===== config.mk =====
export PLATFORM = sky130hd
export DESIGN_NAME = mul_share_arbiter
export DESIGN_NICKNAME = d
export VERILOG_FILES = /design/src/rtl/mul_share_arbiter.sv
export SDC_FILE = /design/constraint.sdc
export NUM_CORES = 1
export LEC_CHECK = 0
export ABC_AREA = 1
export BUFFER_PORTS_ARGS = -buffer_cell sky130_fd_sc_hd__buf_2
export CAP_MARGIN = 0
export CORE_UTILIZATION = 46
export DETAILED_ROUTE_END_ITERATION = 12
export GPL_TIMING_DRIVEN = 0
export MAX_ROUTING_LAYER = met4
export PLACE_DENSITY = 0.8
export SLEW_MARGIN = 20
export SYNTH_ARGS = -nofsm -noshare
export SYNTH_HDL_FRONTEND = slang
export SYNTH_SLANG_ARGS = --single-unit

===== constraint.sdc =====
create_clock -name i_clk -period 2.45 [get_ports i_clk]
set_clock_uncertainty 0.05 [all_clocks]
set_input_delay 0.1225 -clock i_clk [delete_from_list [all_inputs] [get_ports i_clk]]
set_output_delay 0.1225 -clock i_clk [all_outputs]
set_load 0.01 [all_outputs]

===== src/rtl/mul_share_arbiter.sv =====
// Round-robin arbiter that shares one combinational multiplier between N_REQ requesters.
// Each requester has a valid/ready operand channel and a valid/ready result channel.
// Only one operation is in flight at a time: IDLE -> CALC -> RESP -> IDLE.
// Optional build macro MUL_ARB_FIXED_PRIO_EN selects fixed lowest-index priority instead
// of round-robin; latency and handshakes are the same in both builds.
module mul_share_arbiter #(
  parameter int unsigned N_REQ   = 4,
  parameter int unsigned WIDTH   = 8,
  parameter int unsigned MUL_LAT = 1
) (
  input  logic                     i_clk,
  input  logic                     i_rst_n,
  input  logic [N_REQ-1:0]         i_req_valid,
  output logic [N_REQ-1:0]         o_req_ready,
  input  logic [N_REQ*WIDTH-1:0]   i_req_a,
  input  logic [N_REQ*WIDTH-1:0]   i_req_b,
  output logic [WIDTH-1:0]         o_mul_a,
  output logic [WIDTH-1:0]         o_mul_b,
  input  logic [2*WIDTH-1:0]       i_mul_p,
  output logic [N_REQ-1:0]         o_rsp_valid,
  input  logic [N_REQ-1:0]         i_rsp_ready,
  output logic [2*WIDTH-1:0]       o_rsp_data,
  output logic                     o_busy
);

  localparam int unsigned IdxW = (N_REQ > 1) ? $clog2(N_REQ) : 1;
  localparam int unsigned CntW = (MUL_LAT > 1) ? $clog2(MUL_LAT) : 1;

  typedef enum logic [1:0] {StIdle, StCalc, StResp} state_e;

  state_e               r_state;
  state_e               w_state_next;
  logic [WIDTH-1:0]     r_op_a;
  logic [WIDTH-1:0]     r_op_b;
  logic [2*WIDTH-1:0]   r_rsp_data;
  logic [N_REQ-1:0]     r_rsp_valid;
  logic [IdxW-1:0]      r_grant_idx;
  logic [IdxW-1:0]      r_last_grant;
  logic [CntW-1:0]      r_cnt;
  logic [IdxW-1:0]      w_grant;
  logic                 w_any;

  // Grant selection; loop runs from lowest to highest priority so the last hit wins.
  always_comb begin
    w_grant = '0;
    w_any   = |i_req_valid;
`ifdef MUL_ARB_FIXED_PRIO_EN
    for (int i = N_REQ - 1; i >= 0; i--) begin
      if (i_req_valid[i]) w_grant = IdxW'(i);
    end
`else
    for (int k = N_REQ; k >= 1; k--) begin
      if (i_req_valid[(int'(r_last_grant) + k) % int'(N_REQ)]) begin
        w_grant = IdxW'((int'(r_last_grant) + k) % int'(N_REQ));
      end
    end
`endif
  end

  // State register.
  always_ff @(posedge i_clk or negedge i_rst_n) begin
    if (!i_rst_n) begin
      r_state <= StIdle;
    end else begin
      r_state <= w_state_next;
    end
  end

  // Next-state logic.
  always_comb begin
    w_state_next = r_state;
    unique case (r_state)
      StIdle: if (w_any) w_state_next = StCalc;
      StCalc: if (r_cnt == '0) w_state_next = StResp;
      StResp: if (i_rsp_ready[r_grant_idx]) w_state_next = StIdle;
      default: w_state_next = StIdle;
    endcase
  end

  // Operand capture, latency counter, result register and grant history.
  always_ff @(posedge i_clk or negedge i_rst_n) begin
    if (!i_rst_n) begin
      r_op_a       <= '0;
      r_op_b       <= '0;
      r_rsp_data   <= '0;
      r_rsp_valid  <= '0;
      r_grant_idx  <= '0;
      r_last_grant <= IdxW'(N_REQ - 1);
      r_cnt        <= '0;
    end else begin
      unique case (r_state)
        StIdle: begin
          if (w_any) begin
            r_op_a      <= i_req_a[w_grant*WIDTH +: WIDTH];
            r_op_b      <= i_req_b[w_grant*WIDTH +: WIDTH];
            r_grant_idx <= w_grant;
            r_cnt       <= CntW'(MUL_LAT - 1);
          end
        end
        StCalc: begin
          if (r_cnt == '0) begin
            r_rsp_data               <= i_mul_p;
            r_rsp_valid              <= '0;
            r_rsp_valid[r_grant_idx] <= 1'b1;
          end else begin
            r_cnt <= r_cnt - 1'b1;
          end
        end
        StResp: begin
          // Only the owning requester's ready completes the transfer.
          if (i_rsp_ready[r_grant_idx]) begin
            r_rsp_valid  <= '0;
            r_last_grant <= r_grant_idx;
          end
        end
        default: ;
      endcase
    end
  end

  // Outputs; req_ready is gated by reset so it reads zero while reset is held.
  always_comb begin
    o_req_ready = '0;
    if ((r_state == StIdle) && w_any && i_rst_n) o_req_ready[w_grant] = 1'b1;
    o_busy      = (r_state != StIdle);
    o_mul_a     = r_op_a;
    o_mul_b     = r_op_b;
    o_rsp_valid = r_rsp_valid;
    o_rsp_data  = r_rsp_data;
  end

endmodule


* Word-level counts from Yosys, hierarchy flattened *
Index checks and enable logic that the tools add are counted.

storage, ports and cells
  flip-flop bits (word level) = 43
  input port bits = 90
  output and inout port bits = 41
  word-level logic and storage cells = 85

operators by class
  add/subtract/negate cells = 5
  order comparisons = 8
  eq/ne operators = 5
  shift-type cells = 2
  muxes and demuxes = 33
  bitwise logic cells = 5
  reduce and logical (&&, ||, !) cells = 19

operators by type and width
  kind                   number
  $shiftx A32 B6 Y8      2
  $lt A3 B4 Y1 const B   4
  $mux W2                7
  $mux W1                13
  $mux W4                3
  $bmux W1 S2            5
  $pmux W4 S2            1
  $reduce_and A2 Y1      4
  $reduce_or A2 Y1       4
  $lt A2 B3 Y1 const B   2
  $ne A2 B2 Y1 const B   3
  $pmux W2 S3            1
  $reduce_and A3 Y1      2
  $reduce_bool A2 Y1     3
  $add A2 B1 Y2 const B  2
  $add A2 B2 Y2 const B  2
  $and A1 B1 Y1 const A  4
  $demux W1 S2           2
  $ge A2 B1 Y1 const B   2
  $logic_and A1 B1 Y1    4
  $reduce_or A4 Y1       1
  $eq A2 B1 Y1 const B   1
  $eq A2 B2 Y1 const B   1
  $logic_not A2 Y1       1
  3 further kinds        3

* Longest topological paths before layout *
  word-level depth = 15
  gate-level depth with buffers = 17
  depth with buffers taken out = 15

* Worst setup path before layout *
No wires, ideal clock.

  path type = reg-to-output
  start = reg r_last_grant[0]
  end = out o_req_ready[1]
  data arrival time = 1.720 ns
  required time = 2.277 ns
  path slack = 0.558 ns
  stages on the path, launching flop included = 13
  cells stage by stage = dfstp_2 buf_6 inv_6 nand2_2 nand2_2 nand2_1 nand2_2 nand2_4 nand3_4 nand2_8 buf_4 inv_2 nor3_1

on the way
  word-level cells in the longest chain between the ends = 13

ends and longest elaborated chain
  item                                                                       RTL line  RTL
  start: declaration                                                         38        logic [IdxW-1:0] r_last_grant;
  start signal: assignment                                                   88        r_last_grant <= IdxW'(N_REQ - 1);
  start signal: assignment                                                   113       r_last_grant <= r_grant_idx;
  $add A2 B1 Y2                                                              53, 54
  $bmux W1 S2                                                                53        if (i_req_valid[(int'(r_last_grant) + k) % int'(N_REQ)]) begin
  $mux W1 (not written as such) (2 in a row)                                 53
  $mux W2 (3 in a row)                                                       53
  $mux W2 *                                                                  53
  $lt A2 B3 Y1 (not written as such) / $ge A2 B1 Y1 (equally long branches)  124       if ((r_state == StIdle) && w_any && i_rst_n) o_req_ready[w_grant] = 1'b1;
  $logic_and A1 B1 Y1 (not written as such)                                  124
  $mux W1 (not written as such)                                              124
  $demux W1 S2 *                                                             124
  $mux W4 *                                                                  124
  end: declaration                                                           14        output logic [N_REQ-1:0] o_req_ready,

Mark *: on every way between the ends. The rest lies on a longest branch, timed or not. The select of a mux whose other input is x is not followed.

* Worst setup path in the final report *
Ends and elaborated chain as after synthesis.

==> impl_metrics.csv <==
group,metric,value,unit
route,drt_iter0_drc,126,
die,io-pin-count,131,
route,routedWlPerCell,12.1,um
clock_network,cts_tree,"built",
final_layout,final_cell_mix,"152 x nand2_1, 131 x buf_2, 59 x nand3_1",
route,routed_wl,7080,um
placement,port-buffer-count,130,
logic_synthesis,synth_ff_type,"dfrtp_1",
power,power.total,5.15,mW
logic_synthesis,synth_top_area_share,38.0,%
placement,place_congestion,0.878,
clock_network,cts_max_path_buffers,2,
timing,fin_crit_sh,94.3,%
clock_network,cts_root_buf,"clkbuf_8",
critical_path,critPathCaptureType,"output pin",
logic_synthesis,avgSynthCellArea,7.21,um2
die,die_x,77.7,um
min_path,min_path_type,"in2reg",
final_layout,multi_input_area,1320,um2
timing,report.final.slew_viol_count,0,
clock_network,numCtsBuffers,5,
logic_synthesis,yosys_warnings,0,
die,die-area,6040,um2
clock_network,clkSinkCount,42,
global_routing,grt_pass1_vias,2576,
logic_synthesis,synth_cells,366,
global_routing,met3_usage,3.88,%
logic_synthesis,synthDistinctLibCells,25,
run_status,status,"finished clean",
final_layout,final_common_cell,"nand2_1",
critical_path,cp_max_fo,9,
clock_network,clk_latency,0.29,ns
final_layout,n_fill_cell,509,
global_routing,antenna_found_initial,0,
die,core,5510,um2
critical_path,cp_slowest_cell,"dfstp_2",
power,peakVddDrop,0.000622,V
global_routing,grt_pass1_wl,11600,um
global_routing,met1_usage,32.0,%
logic_synthesis,async_reset_ff_share,100,%
final_layout,seqCellArea,1050,um2
timing,layout_min_cycle_time,2.31,ns
global_routing,grt_overflow,0,
critical_path,criticalPathCategory,"reg2out",
die,initial_core_util,47.9,%
timing,fin_ws,0.140,ns
route,dr.pass1.iters,4,
final_layout,area_growth,36.2,%
global_routing,grt_usage,25.2,%
global_routing,grt_use_met2,41.9,%
placement,dp.cells,568,
logic_synthesis,syn_nets,456,
route,vias_per_cell,4.82,
final_layout,instances_no_fill,584,
die,core.rowCount,27,
logic_synthesis,ys_top_cells_by_area,"dfrtp_1 38%, nand2_1 22%, nand3_1 11%, mux2_2 6.8%, inv_1 5.7%",
logic_synthesis,syn_area,2640,um2
final_layout,layout-drive-gt1-share,38.5,%
critical_path,crit_chain,"buf_6 -> nand2_1 -> o21ai_1 -> nand2_1 -> buf_4 -> nand2_2 -> nand2_4 -> nand2_4 -> nand2_8 -> nand2_8 -> inv_2 -> nor3_2 -> buf_2",
route,drcViolationCount,0,
power,p_per_area,1430,nW/um2
clock_network,htree_levels,2,
final_layout,antenna_cells,0,
placement,dp_hpwl,5440,um
timing,final-hold-violation-count,0,
clock_network,cts.reportedPaths.clkPinSlew,0.09,ns
critical_path,startpoint_type,"register",
logic_synthesis,ys_seq_elements,42,
timing,fmax,433,MHz
power,leakagePower,2.14,nW
critical_path,cp-startpoint,"r_last_grant[0]",
logic_synthesis,yosysSeqAreaShare,39.9,%
timing,tightest_slew,0.591,ns
critical_path,required,2.28,ns
logic_synthesis,synth_top_cell_by_area,"dfrtp_1",
timing,slew_headroom,60.6,%
logic_synthesis,synth_edf_count,0,
global_routing,grt_max_degree,44,
placement,dp_slack,0.298,ns
route,ant_nets,0,
final_layout,nNetsFinal,601,
die,die_h,77.7,um
critical_path,crit_arrival,2.14,ns
global_routing,top_usage_layer,"met2",
timing,setup_violations,0,
min_path,min-delay-start,"i_mul_p[2]",
run,maxCapViolCount,0,
critical_path,max_stage_delay,0.53,ns
route,via_count,2813,
critical_path,r2r_start,"r_last_grant[0]",
[what timing repair did]
| item | in CTS | in global routing |
|---|---|---|
| hold buffers | 2 | 3 |
| setup buffers | 0 | 4 |
| endpoints found under the setup margin | 1 | 4 |
| pin swaps | 0 | 2 |
| hold endpoints to repair | 41 | 3 |
| resized for setup | 1 | 12 |
[synthesized netlist by cell type, types with 4 or more instances]
cell type,number
buf_2,4
mux2_2,16
clkbuf_1,4
buf_4,8
nand2_2,7
inv_2,5
inv_1,40
o31ai_1,4
nand2_1,153
o21ai_0,4
nor3_1,4
dfrtp_1,40
nand3_1,59
[worst paths after layout]
path,to,slack (ns),depth (start not counted)
max in group asynchronous,o_mul_a[3],1.62,2
min reg2reg,o_mul_a[3],0.43,2
max reg2reg,o_mul_a[3],0.24,17
min,o_rsp_data[2],0.005,2
max,o_req_ready[1],0.14,13
min in group asynchronous,o_mul_a[2],0.33,2
[through the flow]
stage,TNS [ns],utilization [%],area [um2],hold WS [ns]
finish,0,65.2,3590,0.00549
detailed placement,0,61.3,3380,0.270
floorplan,0,-,2640,-0.223
global route,-0.0291,65.2,3590,0.00193
global placement,0,61.3,3380,0.259
CTS,0,63.4,3490,0.000222
[worst max-delay path, delay by kind of cell (launching register included)]
kind                   cells  cell delay [ns]
buffers and inverters      4             0.49
AOI/OAI and AO/OA          1             0.09
and+or+nand+nor            8             0.70
DFF                        1             0.53
[sequential cells by signal, indices dropped and copies added, names as in the netlist]
| register | cells |
|---|---|
| o_rsp_valid | 4 |
| o_rsp_data | 16 |
| r_last_grant | 2 |
| o_mul_a | 8 |
| r_state | 2 |
| r_grant_idx | 2 |
| o_mul_b | 8 |
[kinds of logic (layout without fill, tap and decap cells)]
| kind of cell | after synthesis | after routing | share of synthesized area [%] |
|---|---|---|---|
| AO/OA/AOI/OAI | 12 | 12 | 2.80 |
| buffers and inverters | 65 | 211 | 11.3 |
| flip-flops | 42 | 42 | 39.9 |
| multiplexers | 17 | 17 | 7.21 |
| AND/OR/NAND/NOR | 230 | 230 | 38.7 |
[final cells by class]
class                      instances  share of cell area [%]
inverter                          47                    5.05
clock buffer                       5                    1.92
buffer                            17                    3.27
clock inverter                     3                   0.592
sequential                        42                    29.3
multi-input combinational        259                    36.7
tap                               72                    2.51
timing repair buffer             139                    20.6
[where the power goes]
group	leakage, nW	total [mW]	switching [mW]	internal, mW
clock	0.0441	0.454	0.254	0.200
sequential	0.508	1.25	0.198	1.05
combinational	1.59	3.45	2.06	1.38
total	2.14	5.15	2.52	2.64
[metal layers]
layer  wire (um)  vias up
li1            -     1432
met1        3060     1264
met2        3620      115
met3         376        2
met4          21        0
met5           0        -
No activity file was read; power rests on OpenSTA's default activity.
